`src/rtl/tpu_tile_sched.sv`:
```
`default_nettype none
// ============================================================================
// Module   : tpu_tile_sched
// Function : GEMM tile scheduler; sequences gbuff reads, PE clear/feed/drain
//            and output-buffer writes for each ARRAY_SIZE x ARRAY_SIZE tile.
// Revision : 1.0 - initial release
// ============================================================================
module tpu_tile_sched #(
  parameter int ARRAY_SIZE = 4,
  parameter int ADDR_W     = 10,
  parameter int RW         = (ARRAY_SIZE > 1) ? $clog2(ARRAY_SIZE) : 1
) (
  input  logic              clk,
  input  logic              rst_n,
  input  logic              in_valid,
  input  logic [4:0]        m,
  input  logic [4:0]        n,
  input  logic [4:0]        k,
  output logic              a_rd_en,
  output logic [ADDR_W-1:0] a_addr,
  output logic              b_rd_en,
  output logic [ADDR_W-1:0] b_addr,
  output logic              pe_clear,
  output logic              pe_feed_valid,
  output logic              out_wr_en,
  output logic [ADDR_W-1:0] out_addr,
  output logic [RW-1:0]     out_row_sel,
  output logic              busy,
  output logic              out_valid
);

  localparam int CW = $clog2(2 * ARRAY_SIZE);
  localparam logic [CW-1:0]     c_flush_last = CW'(2 * ARRAY_SIZE - 1);
  localparam logic [RW-1:0]     c_row_last   = RW'(ARRAY_SIZE - 1);
  localparam logic [CW-1:0]     c_cnt_one    = CW'(1);
  localparam logic [RW-1:0]     c_row_one    = RW'(1);
  localparam logic [ADDR_W-1:0] c_addr_one   = ADDR_W'(1);

  typedef enum logic [2:0] {
    S_IDLE  = 3'd0,
    S_CLEAR = 3'd1,
    S_FEED  = 3'd2,
    S_FLUSH = 3'd3,
    S_WRITE = 3'd4,
    S_DONE  = 3'd5
  } state_t;

  state_t            r_state;
  logic [4:0]        r_k;
  logic [4:0]        r_kk;
  logic [4:0]        r_tm;
  logic [4:0]        r_tn;
  logic [4:0]        r_tm_last;
  logic [4:0]        r_tn_last;
  logic [CW-1:0]     r_cnt;
  logic [ADDR_W-1:0] r_a_base;
  logic [ADDR_W-1:0] r_b_base;
  logic [ADDR_W-1:0] r_out_ptr;

  logic [5:0]        w_tiles_m;
  logic [5:0]        w_tiles_n;
  logic [ADDR_W-1:0] w_k_ext;
  logic              w_zero_dim;

  // Tile counts only matter when every dimension is non-zero.
  assign w_tiles_m  = 6'((32'(m) + ARRAY_SIZE - 1) / ARRAY_SIZE);
  assign w_tiles_n  = 6'((32'(n) + ARRAY_SIZE - 1) / ARRAY_SIZE);
  assign w_k_ext    = ADDR_W'(r_k);
  assign w_zero_dim = (m == 5'd0) || (n == 5'd0) || (k == 5'd0);

  always_ff @(posedge clk or negedge rst_n) begin
    if (!rst_n) begin
      r_state       <= S_IDLE;
      r_k           <= '0;
      r_kk          <= '0;
      r_tm          <= '0;
      r_tn          <= '0;
      r_tm_last     <= '0;
      r_tn_last     <= '0;
      r_cnt         <= '0;
      r_a_base      <= '0;
      r_b_base      <= '0;
      r_out_ptr     <= '0;
      a_rd_en       <= 1'b0;
      a_addr        <= '0;
      b_rd_en       <= 1'b0;
      b_addr        <= '0;
      pe_clear      <= 1'b0;
      pe_feed_valid <= 1'b0;
      out_wr_en     <= 1'b0;
      out_addr      <= '0;
      out_row_sel   <= '0;
      busy          <= 1'b0;
      out_valid     <= 1'b0;
    end else begin
      pe_clear      <= 1'b0;
      out_valid     <= 1'b0;
      pe_feed_valid <= a_rd_en;
      case (r_state)
        S_IDLE: begin
          if (in_valid) begin
            busy      <= 1'b1;
            r_k       <= k;
            r_tm_last <= 5'(w_tiles_m - 6'd1);
            r_tn_last <= 5'(w_tiles_n - 6'd1);
            r_tm      <= '0;
            r_tn      <= '0;
            r_a_base  <= '0;
            r_b_base  <= '0;
            r_out_ptr <= '0;
            if (w_zero_dim) begin
              r_state   <= S_DONE;
              out_valid <= 1'b1;
            end else begin
              r_state  <= S_CLEAR;
              pe_clear <= 1'b1;
            end
          end
        end
        S_CLEAR: begin
          r_state <= S_FEED;
          a_rd_en <= 1'b1;
          b_rd_en <= 1'b1;
          a_addr  <= r_a_base;
          b_addr  <= r_b_base;
          r_kk    <= '0;
        end
        S_FEED: begin
          if (r_kk == r_k - 5'd1) begin
            a_rd_en <= 1'b0;
            b_rd_en <= 1'b0;
            r_cnt   <= '0;
            r_state <= S_FLUSH;
          end else begin
            r_kk   <= r_kk + 5'd1;
            a_addr <= a_addr + c_addr_one;
            b_addr <= b_addr + c_addr_one;
          end
        end
        S_FLUSH: begin
          if (r_cnt == c_flush_last) begin
            r_state     <= S_WRITE;
            out_wr_en   <= 1'b1;
            out_row_sel <= '0;
            out_addr    <= r_out_ptr;
          end else begin
            r_cnt <= r_cnt + c_cnt_one;
          end
        end
        S_WRITE: begin
          if (out_row_sel == c_row_last) begin
            out_wr_en <= 1'b0;
            r_out_ptr <= out_addr + c_addr_one;
            // tn is the inner loop; b_base rewinds whenever tn wraps.
            if (r_tn == r_tn_last) begin
              r_tn     <= '0;
              r_b_base <= '0;
              if (r_tm == r_tm_last) begin
                r_state   <= S_DONE;
                out_valid <= 1'b1;
              end else begin
                r_tm     <= r_tm + 5'd1;
                r_a_base <= r_a_base + w_k_ext;
                r_state  <= S_CLEAR;
                pe_clear <= 1'b1;
              end
            end else begin
              r_tn     <= r_tn + 5'd1;
              r_b_base <= r_b_base + w_k_ext;
              r_state  <= S_CLEAR;
              pe_clear <= 1'b1;
            end
          end else begin
            out_row_sel <= out_row_sel + c_row_one;
            out_addr    <= out_addr + c_addr_one;
          end
        end
        S_DONE: begin
          r_state <= S_IDLE;
          busy    <= 1'b0;
        end
        default: begin
          r_state <= S_IDLE;
          busy    <= 1'b0;
        end
      endcase
    end
  end

endmodule
`default_nettype wire

```
`config.mk`:
```
export PLATFORM = sky130hd
export DESIGN_NAME = tpu_tile_sched
export DESIGN_NICKNAME = d
export VERILOG_FILES = /design/src/rtl/tpu_tile_sched.sv
export SDC_FILE = /design/constraint.sdc
export NUM_CORES = 1
export LEC_CHECK = 0
export CAP_MARGIN = 20
export CORE_MARGIN = 8
export CORE_UTILIZATION = 58
export DETAILED_ROUTE_END_ITERATION = 8
export PLACE_DENSITY = 0.81
export SYNTH_ARGS = -nofsm -noshare
export SYNTH_HDL_FRONTEND = slang
export SYNTH_SLANG_ARGS = --single-unit
```
`constraint.sdc`:
```
create_clock -name clk -period 2.79 [get_ports clk]
set_clock_uncertainty 0.15 [all_clocks]
set_input_delay 0.837 -clock clk [delete_from_list [all_inputs] [get_ports clk]]
set_output_delay 0.837 -clock clk [all_outputs]
set_load 0.01 [all_outputs]
```
==> run metrics, run 1 <==
PortBufs 56; Max Fanout on Critical Path 3; Synth async-reset ratio 100%; Slew Limit Headroom about 53%; clk slew on worst S/H paths between 0.1 and 0.15 ns; Pwr per Cell Area approximately 950 nW/um^2; Worst Path Required 2.94 ns; CTS Buf Count 9; ratio of cells with drive above 1 in the final layout 7.88%; Worst setup EP type flop; Fmax achieved roughly 380 MHz; GP Congestion 0.885; dpl cells 828; CP Launch Type input pin; # fillers 760; final setup fails 0; most common cell after layout, fill and taps aside dfrtp_1; WL final 14000 um; drt via density 5.99; Synth cell types 54; Reg2Reg Depth 8; Sink Count 104; FF-to-FF setup slack around 0.21 ns; std cell rows 36; synthesis-stage register bit count 104; first-pass GRT wire length about 23000 um; outcome finished clean; CTS Buffer Depth 2; Initial Util 59.3%; unrepaired setup endpoints after global routing false; most frequent cells in the layout dfrtp_1 (104), nand2_1 (101), o21ai_0 (61), clkdlybuf4s50_1 (55), a21oi_1 (53); # nets final 748; Die Span X between 100 and 150 um; FF/Latch Area approximately 2600 um^2; IO Pins 57; top-area cell type share of the netlist area a little under half; Pins Over Slew Limit 0; slowest CP cell clkdlybuf4s50_1; final hold violation count 0; Clk Latency, worst-skew pair 0.38 ns; vias around 5.1k; vias in the first global route 4841; initial antenna violation count 0; EDFF count, synth 0; Post-CTS Setup Repair Bufs 0; Max Cap Viol 0; minimum clock period between 2 and 3 ns; router iterations before antenna repair 5; GRT Total Usage a little over a fifth; gr ovfl total 0; pin count of the biggest net entering global routing 41; Syn Inst Count ~650; TritonCTS clock tree done; Top FF cell, synth dfrtp_1; P&R area growth vs syn 17.7%; Synth Net Count just under 700; reg2reg start r_k[1]; WL per Instance around 17 um; top cells by area, synth dfrtp_1 (45%), nand2_1 (6.6%), o21ai_0 (5.3%), ha_1 (4.8%), a21oi_1 (4.6%); Peak VDD IR 0.504 mV; Final Cycle Share between 90% and 100%; n_diodes 0; Avg Inst Size Synth ~8.9 um^2; worst path arrival time around 2.8 ns; crit-path max cell delay approximately 0.5 ns; Static Leak between 2 and 3 nW; YS warnings 0; CORE AREA slightly below 10000 um^2; H-tree levels 3; non-filler instance count after layout around 840; Cell Area, Placed ~6600 um^2; R2R Path End r_cnt[0]; crit path cell chain clkdlybuf4s50_1 -> mux2i_1 -> nand2b_4 -> a31o_4 -> or4_1 -> or3_1 -> a21oi_1; Total Power between 6 and 7 mW; DRC 0; synthesized area roughly 5700 um^2; Initial DRC Count 500; post-synthesis sequential area ratio a little under half; height of the die approximately 120 um; dpl hpwl 10100 um; min-delay worst type in2async; CTS root buffer clkbuf_8; cts hold-fix bufs 0; area occupied by multi-input gates between 2000 and 3000 um^2; post-route antenna net violation count 0; final instance area 6760 um^2; worst slew pin tran 0.694 ns; die area 13300 um^2; kind of critical path in2reg; Yosys top cell by area dfrtp_1
==> Yosys cell counts, types with 6 or more instances <==
library cell and instances:
o21ai_0 61, clkbuf_1 20, nand3_1 32, nor3_1 15, nand2_1 101, or3_1 6, o31ai_1 11, buf_2 6
dfrtp_1 104, xor2_1 13, o22ai_1 15, and3_1 8, a31oi_1 6, nor2_1 36, a21oi_1 53, ha_1 22
inv_1 20, or2_2 7, xnor2_1 26
==> how the worst max path moves through the flow <==
stage / start / end / slack (ns) / cells after the start
finish: in_valid / r_a_base[9] / 0.17 / 7
global route: r_k[1] / r_cnt[0] / 0.02 / 8
CTS: r_k[1] / r_kk[3] / 0.17 / 8
detailed placement: in_valid / r_a_base[9] / -0.18 / 7
global placement: in_valid / r_a_base[9] / -0.12 / 7
floorplan: in_valid / r_a_base[9] / 0.39 / 6
==> repair_timing <==
action,in CTS,in global routing
endpoints found under the hold margin,0,0
endpoints found under the setup margin,0,1
resized for setup,0,1
==> cell type report <==
| type | count | share of cell area (%) |
|---|---|---|
| clock inverter | 5 | 0.926 |
| sequential | 104 | 38.5 |
| inverter | 20 | 1.11 |
| tap | 133 | 2.46 |
| clock buffer | 11 | 2.09 |
| multi-input combinational | 492 | 43.5 |
| timing repair buffer | 79 | 11.4 |
==> power by group <==
group	total (mW)	internal [mW]	switching, mW	leakage (nW)
Sequential	2.46	1.94	0.514	1.35
Combinational	2.97	1.37	1.60	1.49
Clock	0.995	0.447	0.547	0.0966
==> critical path: cells and delay by family <==
kind	cells	cell delay (ns)
simple gates	3	0.95
compound gates	2	0.36
mux	1	0.12
buf+inv	1	0.50
==> flip-flops by register name (all words and copies together), names as in the netlist, 10 cells and up <==
| signal | flops |
|---|---|
| r_a_base | 10 |
| out_addr | 10 |
| r_out_ptr | 10 |
| r_b_base | 10 |
| a_addr | 10 |
| b_addr | 10 |
==> metal layers <==
metal  share of wire, %  track usage (%)
met2                 47             34.4
met1                 45             28.1
met3                6.0             2.97
met4                2.3             8.76
met5                  0                0
==> per-stage QoR <==
| stage | utilization, % | worst slack (ns) | hold WS [ns] | setup TNS, ns |
|---|---|---|---|---|
| floorplan | - | 0.387 | 0.293 | 0 |
| global placement | 67.7 | -0.120 | 0.254 | -0.453 |
| detailed placement | 67.7 | -0.178 | 0.268 | -1.18 |
| CTS | 69.8 | 0.172 | 0.283 | 0 |
| global route | 69.8 | 0.0239 | 0.282 | 0 |
| finish | 69.8 | 0.165 | 0.257 | 0 |
==> kinds of logic after synthesis <==
| logic type | share of synthesized area, % |
|---|---|
| simple gates | 19.7 |
| buf+inv | 3.53 |
| fa+ha+maj | 5.49 |
| compound gates | 19.2 |
| mux | 0.893 |
| flops | 45.3 |
| xor+xnor | 5.95 |
No activity file was read; power rests on OpenSTA's default activity.
==> run 2: changes to the inputs <==
--- a/config.mk
+++ b/config.mk
@@ -7,9 +7,10 @@
 export LEC_CHECK = 0
 export CAP_MARGIN = 20
 export CORE_MARGIN = 8
-export CORE_UTILIZATION = 58
+export CORE_UTILIZATION = 60
 export DETAILED_ROUTE_END_ITERATION = 8
-export PLACE_DENSITY = 0.81
+export DONT_BUFFER_PORTS = 1
+export PLACE_DENSITY = 0.76
 export SYNTH_ARGS = -nofsm -noshare
 export SYNTH_HDL_FRONTEND = slang
 export SYNTH_SLANG_ARGS = --single-unit
==> run 2 against run 1 <==
Against the previous run:
- non-clock buffer count fell by 60
- wire length fell by 0.77%
- cell area fell by 8.7%
- setup slack improved by 0.068 ns
- cell count fell by 7.8%
- clock power barely moved
- count of clock-buffer cells in the layout fell by 2
- fmax rose by 2.7%
- sequential power rose by 6%
- first-iteration DRC count fell by 22%
- power fell by 7.9%
- global-route usage rose by 0.34 points
- largest cell class unchanged
- largest power group is now sequential cells
- highest routed layer unchanged
==> run metrics, run 2 (synthesized netlist as in run 1, its figures left out) <==
CORE AREA 9280 um^2 (was 9680 um^2); FF-to-FF setup slack 0.23 ns (was 0.21 ns); DRC 0 (unchanged); dpl hpwl 9540 um (was 10100 um); first-pass GRT wire length 22900 um (was 23000 um); PortBufs 0 (was 56); # nets final 688 (was 748); crit-path max cell delay 0.44 ns (was 0.50 ns); Sink Count 104 (unchanged); unrepaired setup endpoints after global routing false (unchanged); Max Cap Viol 0 (unchanged); final setup fails 0 (unchanged); most common cell after layout, fill and taps aside dfrtp_1 (unchanged); # fillers 766 (was 760); min-delay worst type in2async (unchanged); pin count of the biggest net entering global routing 92 (was 41); Total Power 5.92 mW (was 6.42 mW); CTS Buf Count 9 (unchanged); minimum clock period 2.56 ns (was 2.62 ns); crit path cell chain inv_1 -> ha_1 -> nor4bb_1 -> o211ai_1 -> a311oi_1 -> o21ai_2 -> buf_4 -> a21boi_0 -> mux2i_1 (was clkdlybuf4s50_1 -> mux2i_1 -> nand2b_4 -> a31o_4 -> or4_1 -> or3_1 -> a21oi_1); ratio of cells with drive above 1 in the final layout 7.09% (was 7.88%); Critical Path Sink a_addr[0] (was r_a_base[9]); Clk Latency, worst-skew pair 0.36 ns (was 0.38 ns); Peak VDD IR 0.555 mV (was 0.504 mV); R2R Path End a_addr[0] (was r_cnt[0]); CP Launch Type flop (was input pin); die area 13000 um^2 (was 13300 um^2); CTS root buffer clkbuf_8 (unchanged); Worst Hold Slack 0.0145 ns (was 0.257 ns); most frequent cells in the layout dfrtp_1 (104), nand2_1 (101), o21ai_0 (61), a21oi_1 (53), nor2_1 (36) (was dfrtp_1 (104), nand2_1 (101), o21ai_0 (61), clkdlybuf4s50_1 (55), a21oi_1 (53)); final instance area 6170 um^2 (was 6760 um^2); clk slew on worst S/H paths 0.09 ns (was 0.12 ns); Worst setup EP type flop (unchanged); router iterations before antenna repair 7 (was 5); Initial Util 61.8% (was 59.3%); slowest CP cell a311oi_1 (was clkdlybuf4s50_1); GRT Total Usage 21.6% (was 21.3%); worst path arrival time 2.69 ns (was 2.77 ns); Fmax achieved 391 MHz (was 381 MHz); Initial DRC Count 388 (was 500); Die Span X 114 um (was 115 um); Static Leak 2.71 nW (was 2.94 nW); origin of the worst setup path r_k[1] (was in_valid); CTS Buffer Depth 2 (unchanged); worst slew pin tran 0.746 ns (was 0.694 ns); Post-CTS Setup Repair Bufs 0 (unchanged); initial antenna violation count 0 (unchanged); n_diodes 0 (unchanged); TritonCTS clock tree done (unchanged); Pwr per Cell Area 959 nW/um^2 (was 950 nW/um^2); H-tree levels 3 (unchanged); P&R area growth vs syn 7.52% (was 17.7%); gr ovfl total 0 (unchanged); Max Fanout on Critical Path 40 (was 3); std cell rows 35 (was 36); Placement Setup Slack 0.245 ns (was -0.178 ns); Reg2Reg Depth 9 (was 8); vias in the first global route 4611 (was 4841); WL per Instance 17.9 um (was 16.6 um); kind of critical path reg2reg (was in2reg); Pins Over Slew Limit 0 (unchanged); final hold violation count 0 (unchanged); vias 4816 (was 5056); outcome finished clean (unchanged); reg2reg start r_k[1] (unchanged); min setup slack post-route 0.234 ns (was 0.165 ns); WL final 13900 um (was 14000 um); Final Cycle Share 91.6% (was 94.1%); Total Neg Setup Slack 0 ns (unchanged); Cell Area, Placed 5880 um^2 (was 6550 um^2); drt via density 6.19 (was 5.99); IO Pins 57 (unchanged); Worst Path Required 2.93 ns (was 2.94 ns); Slew Limit Headroom 50.0% (was 53.4%); post-route antenna net violation count 0 (unchanged); GP Congestion 0.908 (was 0.885); height of the die 114 um (was 115 um)
==> run 2: changes by cell type in the layout (fill, tap and decap cells not counted), sizes merged <==
| cell | delta |
|---|---|
| bufinv | +1 |
| clkbuf | -2 |
| inv | -1 |
| dlygate4sd3 | +4 |
| clkinv | +2 |
| clkinvlp | -2 |
| clkdlybuf4s50 | -55 |
| buf | -9 |
==> run 2: power breakdown <==
part	internal, mW	switching, mW	total [mW]
registers	1.94	0.668	2.61
logic	0.946	1.35	2.30
clock network	0.499	0.512	1.01
total	3.39	2.53	5.92
==> run 2: critical path, delay by kind of cell, from the launching register on <==
family,cells,cell delay [ns]
flip-flops,1,0.43
AND/OR/NAND/NOR,1,0.30
AO/OA/AOI/OAI,4,0.80
adder cells (fa/ha/maj),1,0.22
buffers and inverters,2,0.45
multiplexers,1,0.13
==> run 2: cell type report <==
type	instances	area [um^2]	share of cell area [%]
clock buffers	9	124	2.01
clock inverters	5	82.6	1.34
inverters	20	75.1	1.22
multi-input cells	492	2940	47.7
flip-flops and latches	104	2600	42.2
well taps	129	161	2.61
repair buffers	19	185	3.00
==> run 2: how the worst min path moves through the flow <==
| stage | startpoint | to | slack, ns |
|---|---|---|---|
| after CTS | rst_n | b_addr[3] | 0.002 |
| after detailed placement | r_out_ptr[2] | r_out_ptr[2] | 0.32 |
| final | rst_n | r_tn_last[3] | 0.01 |
| after global routing | rst_n | r_tm_last[0] | 0.004 |
| after global placement | r_out_ptr[3] | r_out_ptr[3] | 0.31 |
| after floorplan | r_out_ptr[3] | r_out_ptr[3] | 0.29 |
==> run 2: what timing repair did <==
action                                 CTS  global route
resized for setup                        0             1
setup endpoints to repair                0             1
hold buffers                             3             3
endpoints found under the hold margin    1            50
==> run 2: metrics by stage <==
| stage | cells | util (%) |
|---|---|---|
| global placement | 758 | 63.3 |
| floorplan | 646 | - |
| finish | 778 | 66.5 |
| detailed placement | 758 | 63.3 |
| CTS | 775 | 65.8 |
| global route | 778 | 66.5 |
==> run 2: layer usage <==
layer | GRT usage, % | vias up | routed length [um]
met5 | 0 | - | 0
met4 | 6.92 | 0 | 177
met3 | 4.97 | 17 | 1020
met2 | 34.8 | 164 | 6600
met1 | 28.2 | 2343 | 6110
li1 | - | 2292 | -
==> run 3: changes to the inputs <==
--- a/config.mk
+++ b/config.mk
@@ -11,6 +11,7 @@
 export DETAILED_ROUTE_END_ITERATION = 8
 export DONT_BUFFER_PORTS = 1
 export PLACE_DENSITY = 0.76
+export RECOVER_POWER = 50
 export SYNTH_ARGS = -nofsm -noshare
 export SYNTH_HDL_FRONTEND = slang
 export SYNTH_SLANG_ARGS = --single-unit
==> run 3 against run 2 <==
Against the previous run:
- the run now ends with max-capacitance violations, max-slew violations left
- flip-flop and latch count is the same
- sequential power barely moved
- cell area decreased by 0.81%
- sequential share of layout area up 0.34 points
- count of clock-buffer cells in the layout stayed put
- die area did not move
- combinational power hardly changed
- non-clock buffer count did not move
- global-route usage did not move
- utilization decreased by 0.54 points
- wire length down 0.76%
- critical path depth is 4 lower
==> run metrics, run 3 (synthesized netlist as in run 1, its figures left out) <==
non-filler instance count after layout 778 (unchanged); min-delay worst type in2async (unchanged); Total Neg Setup Slack 0 ns (unchanged); Pwr per Cell Area 961 nW/um^2 (was 959 nW/um^2); CP Launch Type flop (unchanged); Static Leak 2.69 nW (was 2.71 nW); dpl hpwl 9540 um (unchanged); WL per Instance 17.7 um (was 17.9 um); die area 13000 um^2 (unchanged); Initial Util 61.8% (unchanged); min setup slack post-route 0.171 ns (was 0.234 ns); WL final 13800 um (was 13900 um); pin count of the biggest net entering global routing 92 (unchanged); height of the die 114 um (unchanged); Worst setup EP type flop (unchanged); # fillers 774 (was 766); final setup fails 0 (unchanged); Slew Limit Headroom -3.09% (was 50.0%); drt via density 6.21 (was 6.19); Worst Path Required 2.92 ns (was 2.93 ns); CTS Buffer Depth 2 (unchanged); minimum clock period 2.62 ns (was 2.56 ns); kind of critical path reg2reg (unchanged); GP Congestion 0.908 (unchanged); area occupied by multi-input gates 2940 um^2 (about the same); Initial DRC Count 430 (was 388); outcome complete, but fails checks (was finished clean); IO Pins 57 (unchanged); post-route antenna net violation count 0 (unchanged); Pins Over Slew Limit 29 (was 0); router iterations before antenna repair 5 (was 7); clk slew on worst S/H paths 0.10 ns (was 0.09 ns); initial antenna violation count 0 (unchanged); Final Core Density 66.0% (was 66.5%); dpl cells 758 (unchanged); vias in the first global route 4611 (unchanged); GRT Total Usage 21.6% (unchanged); DRC 0 (unchanged); P&R area growth vs syn 6.65% (was 7.52%); Cell Area, Placed 5880 um^2 (unchanged); Placement Setup Slack 0.245 ns (unchanged); FF/Latch Area 2600 um^2 (unchanged); CTS Buf Count 9 (unchanged); Reg2Reg Depth 5 (was 9); CTS root buffer clkbuf_8 (unchanged); std cell rows 35 (unchanged); gr ovfl total 0 (unchanged); Worst Hold Slack 0.0189 ns (was 0.0145 ns); Die Span X 114 um (unchanged); ratio of cells with drive above 1 in the final layout 6.63% (was 7.09%); Clk Latency, worst-skew pair 0.36 ns (about the same); Fmax achieved 382 MHz (was 391 MHz); worst path arrival time 2.75 ns (was 2.69 ns); final instance area 6120 um^2 (was 6170 um^2); n_diodes 0 (unchanged); Max Fanout on Critical Path 10 (was 40); Total Power 5.89 mW (was 5.92 mW); H-tree levels 3 (unchanged); TritonCTS clock tree done (unchanged); final hold violation count 0 (unchanged); most frequent cells in the layout dfrtp_1 (104), nand2_1 (101), o21ai_0 (61), a21oi_1 (53), nor2_1 (37) (was dfrtp_1 (104), nand2_1 (101), o21ai_0 (61), a21oi_1 (53), nor2_1 (36)); # nets final 688 (unchanged); most common cell after layout, fill and taps aside dfrtp_1 (unchanged); unrepaired setup endpoints after global routing false (unchanged); failing checks max-capacitance violations, max-slew violations; worst slew pin tran 1.55 ns (was 0.746 ns); Peak VDD IR 0.551 mV (was 0.555 mV); vias 4830 (was 4816); Final Cycle Share 93.9% (was 91.6%); PortBufs 0 (unchanged); Max Cap Viol 1 (was 0); Sink Count 104 (unchanged); first-pass GRT wire length 22900 um (unchanged); CORE AREA 9280 um^2 (unchanged); Post-CTS Setup Repair Bufs 0 (unchanged)
## run 3: cell types whose count changed in the layout (fill, tap and decap cells not counted), sizes merged
cell,change
clkbuf,+3
buf,-3
## run 3: repair_timing
| item | 4_1_cts | 5_1_grt |
|---|---|---|
| endpoints found under the hold margin | 1 | 50 |
| endpoints found under the setup margin | 0 | 1 |
| resized for setup | 0 | 1 |
| hold buffers | 3 | 3 |
## run 3: per-layer routing
layer / global-route usage, % / routed length, um / up-vias
met5: 0 / 0 / -
met4: 6.92 / 179 / 0
met3: 4.97 / 1040 / 17
met2: 34.8 / 6580 / 174
met1: 28.2 / 6000 / 2349
li1: - / - / 2290
## run 3: worst paths after layout
path	slack [ns]	endpoint	start
max in group asynchronous	0.89	r_tn[4]	rst_n
setup / recovery	0.17	out_addr[1]	r_state[1]
hold / removal	0.02	out_valid	rst_n
min in group clk	0.34	r_out_ptr[2]	r_out_ptr[2]
hold reg to reg	0.34	r_out_ptr[2]	r_out_ptr[2]
setup reg to reg	0.17	out_addr[1]	r_state[1]
## run 3: cell type report
cell class	count	share of cell area [%]
Clock inverter	5	1.35
Multi-Input combinational cell	492	47.9
Sequential cell	104	42.5
Clock buffer	9	2.02
Tap cell	129	2.64
Inverter	20	1.23
Timing Repair Buffer	19	2.33
## run 3: report_power, final
group / switching (mW) / leakage [nW] / internal (mW) / total (mW)
sequential: 0.663 / 1.35 / 1.94 / 2.61
combinational: 1.35 / 1.24 / 0.929 / 2.27
clock: 0.506 / 0.106 / 0.499 / 1.01
total: 2.51 / 2.69 / 3.37 / 5.89
## run 3: worst max-delay path, stage by stage (launching register included)
cell and delay, ns:
dfrtp_1 0.51, nor2_1 0.59, nand2_1 0.40, o21ai_1 0.62, nor2_1 0.08, a31oi_1 0.18
